[src/rtl/pipe_stage_skid.sv]
// Two-entry skid-buffered pipeline register between core stages.
// Main register drives the outputs; skid absorbs one entry under backpressure.
module pipe_stage_skid #(
    parameter int DATA_W = 32,
    parameter int NFIELD = 3,
    parameter int CTRL_W = 7,
    parameter int RD_W   = 5,
    parameter int CNT_W  = 16
) (
    input  logic                     clk,
    input  logic                     rst_n,
    input  logic                     flush,
    input  logic                     clr_stats,
    input  logic                     in_valid,
    output logic                     in_ready,
    input  logic [CTRL_W-1:0]        in_ctrl,
    input  logic [RD_W-1:0]          in_rd,
    input  logic [NFIELD*DATA_W-1:0] in_data,
    output logic                     out_valid,
    input  logic                     out_ready,
    output logic [CTRL_W-1:0]        out_ctrl,
    output logic [RD_W-1:0]          out_rd,
    output logic [NFIELD*DATA_W-1:0] out_data,
    output logic [CNT_W-1:0]         stall_cnt
);

    localparam int DW = NFIELD * DATA_W;

    typedef enum logic [1:0] {
        EMPTY = 2'd0,
        ONE   = 2'd1,
        TWO   = 2'd2
    } state_t;

    state_t            state;
    logic [CTRL_W-1:0] skid_ctrl;
    logic [RD_W-1:0]   skid_rd;
    logic [DW-1:0]     skid_data;

    logic in_xfer;
    logic out_xfer;

    assign in_xfer  = in_valid & in_ready;
    assign out_xfer = out_valid & out_ready;

    // Occupancy FSM; main and skid registers plus both handshake flags are flops.
    always_ff @(posedge clk or negedge rst_n) begin
        if (!rst_n) begin
            state     <= EMPTY;
            in_ready  <= 1'b1;
            out_valid <= 1'b0;
            out_ctrl  <= '0;
            out_rd    <= '0;
            out_data  <= '0;
            skid_ctrl <= '0;
            skid_rd   <= '0;
            skid_data <= '0;
        end else if (flush) begin
            // Bubble ctrl is cleared so no write enable leaks downstream.
            state     <= EMPTY;
            in_ready  <= 1'b1;
            out_valid <= 1'b0;
            out_ctrl  <= '0;
        end else begin
            unique case (state)
                EMPTY: begin
                    if (in_xfer) begin
                        state     <= ONE;
                        out_valid <= 1'b1;
                        out_ctrl  <= in_ctrl;
                        out_rd    <= in_rd;
                        out_data  <= in_data;
                    end
                end
                ONE: begin
                    if (in_xfer && out_xfer) begin
                        out_ctrl <= in_ctrl;
                        out_rd   <= in_rd;
                        out_data <= in_data;
                    end else if (in_xfer) begin
                        state     <= TWO;
                        in_ready  <= 1'b0;
                        skid_ctrl <= in_ctrl;
                        skid_rd   <= in_rd;
                        skid_data <= in_data;
                    end else if (out_xfer) begin
                        state     <= EMPTY;
                        out_valid <= 1'b0;
                        out_ctrl  <= '0;
                    end
                end
                TWO: begin
                    if (out_xfer) begin
                        state    <= ONE;
                        in_ready <= 1'b1;
                        out_ctrl <= skid_ctrl;
                        out_rd   <= skid_rd;
                        out_data <= skid_data;
                    end
                end
                default: begin
                    state     <= EMPTY;
                    in_ready  <= 1'b1;
                    out_valid <= 1'b0;
                    out_ctrl  <= '0;
                end
            endcase
        end
    end

    // Saturating backpressure counter; clear wins, flush leaves it alone.
    always_ff @(posedge clk or negedge rst_n) begin
        if (!rst_n) begin
            stall_cnt <= '0;
        end else if (clr_stats) begin
            stall_cnt <= '0;
        end else if (out_valid && !out_ready && (stall_cnt != '1)) begin
            stall_cnt <= stall_cnt + CNT_W'(1);
        end
    end

endmodule

[config.mk]
export PLATFORM = sky130hd
export DESIGN_NAME = pipe_stage_skid
export DESIGN_NICKNAME = d
export VERILOG_FILES = /design/src/rtl/pipe_stage_skid.sv
export SDC_FILE = /design/constraint.sdc
export NUM_CORES = 1
export LEC_CHECK = 0
export BUFFER_PORTS_ARGS = -buffer_cell sky130_fd_sc_hd__buf_4
export CORE_ASPECT_RATIO = 0.6
export CORE_UTILIZATION = 58
export CTS_CLUSTER_SIZE = 25
export DETAILED_ROUTE_END_ITERATION = 6
export PLACE_DENSITY = 0.85
export SLEW_MARGIN = 10
export SYNTH_ARGS = -nofsm -noshare
export SYNTH_HDL_FRONTEND = slang
export SYNTH_SLANG_ARGS = --single-unit
[constraint.sdc]
create_clock -name clk -period 4.2 [get_ports clk]
set_clock_uncertainty 0.15 [all_clocks]
set_input_delay 0.63 -clock clk [delete_from_list [all_inputs] [get_ports clk]]
set_output_delay 0.63 -clock clk [all_outputs]
set_load 0.02 [all_outputs]
==> out/qor.yml <==
status: "completed"
end_kind: "flop"
antenna_found_initial: 0
drc: 0
power.leakage_nw: 5.902
ys_seq_area_share_pct: 56.47
ys_warn_count: 0
h-tree-depth: 1
grt_max_degree: 110
path_clk_slew_ns: 0.07
clock_latency_ns: 0.49
setup_viol: 0
final_cells: 1187
grt_overflow: 0
clockPowerShare_pct: 26.2
p_switching_mw: 2.686
fp.dieW_um: 175.4
post-route-period-util_pct: 61.54
worst_slew_pin_slew_ns: 0.8249
synth_cell_types: 44
start_kind: "flop"
drt_wl_total_mm: 22.92
synth_edf_count: 0
rsz0062_at_grt: "no"
fmax_mhz: 386.9
postLayoutCellArea_um2: 13240
vias: 6700
io_buffer_count: 239
maxSlewHeadroom_pct: 45.01
comb_power_share_pct: 31.1
met1Wirelength_mm: 9.888
die_area_um2: 18590
syn_to_final_growth_pct: 26.60
dieHeight_um: 106.0
cts_resized: 0
drive_gt1_share_pct: 51.84
syn_area_um2: 10460
grt_pass1_wl_mm: 37.29
power.sequential.fraction_pct: 42.8
highest_layer: "met4"
cts_num_sinks: 236
antennaDiodeCount: 0
dpl_cell_area_um2: 12400
gp_congestion: 0.8262
p_int_mw: 6.097
met2_length_mm: 10.70
ir_drop_uv: 432.2
met3_length_mm: 1.878
clock-root-buffer: "clkbuf_16"
cts.path.max_buffers: 3
routed_via_density: 5.644
final_common_cell: "buf_4"
powerDensity_nw_per_um2: 663.2
netlist_instances: 706
grt_pass1_vias: 7101
path_max_fanout: 29
rows: 37
worst_slack_ns: 1.615
final_cell_mix: "buf_4, dfrtp_1, mux2_2"
yosys_most_used_dff: "dfrtp_1"
first_pass_iters: 5
fin_crit_ns: 2.585
place_ws_ns: 1.431
routedWlPerCell_um: 19.31
synth_area_per_cell_um2: 14.82
num_io_pins: 240
cts_tree: "done"
synth_nets: 821
timing.final.hold_violations: 0
crit_type: "reg2reg"
drt_iter0_markers: 434
swShare_pct: 30.58
nets: 1053
dpl.cell_count: 1148
slew_viol_final: 0
ys_async_sr_fraction_pct: 100.0
start_util_pct: 60.09
cp.required_ns: 4.42
setup_tns_ns: 0
dp_hpwl_mm: 15.11
grt_usage_pct: 25.17
total_power_mw: 8.783
drv_cap: 0
ys_ff_latch: 236
critPathArrivalTime_ns: 2.80
holdCritPathClass: "in2async"
cts_inserted_buffers: 22
antenna_left: 0
cts_hold_buf: 0
coreArea_um2: 17410
post-cts-setup-buffer-count: 0
## worst paths after layout
kind / depth (start not counted) / slack, ns / start / end
max reg2reg: 5 / 1.62 / in_ready / skid_data[94]
min reg2reg: 1 / 0.33 / out_data[14] / out_data[14]
max: 5 / 1.62 / in_ready / skid_data[94]
max in group asynchronous: 2 / 2.96 / rst_n / out_data[71]
min in group clk: 2 / 0.21 / in_rd[0] / skid_rd[0]
min: 1 / 0.02 / rst_n / skid_data[23]
## cells by family (layout without fill, tap and decap cells)
| group | Yosys count | count (layout) | share of synthesized area, % |
|---|---|---|---|
| adders and majority gates | 1 | 1 | 0.1196 |
| DFF | 236 | 236 | 56.47 |
| AOI/OAI and AO/OA | 59 | 59 | 3.840 |
| xor gates and xnor gates | 1 | 1 | 0.08375 |
| and+or+nand+nor | 56 | 56 | 3.206 |
| muxes | 311 | 311 | 33.47 |
| buffers and inverters | 42 | 289 | 2.811 |
## cell type report
| type | count | area [um2] |
|---|---|---|
| clock buffer | 27 | 600.6 |
| clock inverter | 12 | 235.2 |
| fill | 1076 | 4164 |
| inverter | 1 | 3.754 |
| multi-input combinational | 428 | 4289 |
| sequential | 236 | 5907 |
| tap | 234 | 292.8 |
| timing repair buffer | 249 | 1914 |
## power by group through the flow
stage	clock network, mW	logic [mW]	registers, mW
after floorplan	0	1.07	4.22
after global placement	0	2.65	3.71
after detailed placement	0	2.74	3.77
after CTS	2.33	2.76	3.76
after global routing	2.43	2.92	3.87
final	2.30	2.73	3.76
## registers in the layout, summed over array words and instances (netlist names)
register / count
in_ready: 1
out_ctrl: 7
out_data: 96
out_rd: 5
out_valid: 1
skid_ctrl: 7
skid_data: 96
skid_rd: 5
stall_cnt: 16
state: 2
## synthesized netlist by cell type, types with 2 or more instances
cell,instances,share of area [%]
a22oi_1,7,0.50
nor2_1,5,0.18
nand2_1,10,0.36
nand4_1,7,0.42
mux2_1,109,12
dfrtp_1,235,56
or3_1,9,0.54
clkbuf_1,2,0.072
mux2_2,201,22
o21ai_0,7,0.33
o31ai_1,7,0.50
buf_4,3,0.22
o2bb2ai_1,7,0.59
a21o_1,2,0.14
nand3_1,4,0.19
nand2b_1,2,0.12
buf_6,13,1.4
o21bai_1,2,0.14
and3_1,2,0.12
buf_2,22,1.1
a21oi_1,20,0.96
and4_1,2,0.17
nor2b_1,2,0.12
or4_1,6,0.43
## critical path, stage by stage (launching register included)
cell and delay, ns:
dfstp_2 0.58, and3b_1 0.26, nand2_1 0.11, nor2_4 0.45
buf_4 0.48, mux2_1 0.40
## metrics by stage
stage	hold slack [ns]	utilization (%)
6_report	0.02383	76.08
5_1_grt	0.1020	76.08
4_1_cts	0.07748	76.01
3_5_place_dp	0.3205	71.21
3_3_place_gp	0.3124	71.21
2_1_floorplan	0.1844	-
## routing by layer
layer	track usage, %	up-vias
li1	-	3081
met1	33.97	3369
met2	40.19	217
met3	7.725	33
met4	5.714	0
met5	0	-
Note: power is estimated with default switching activity, not from simulation.
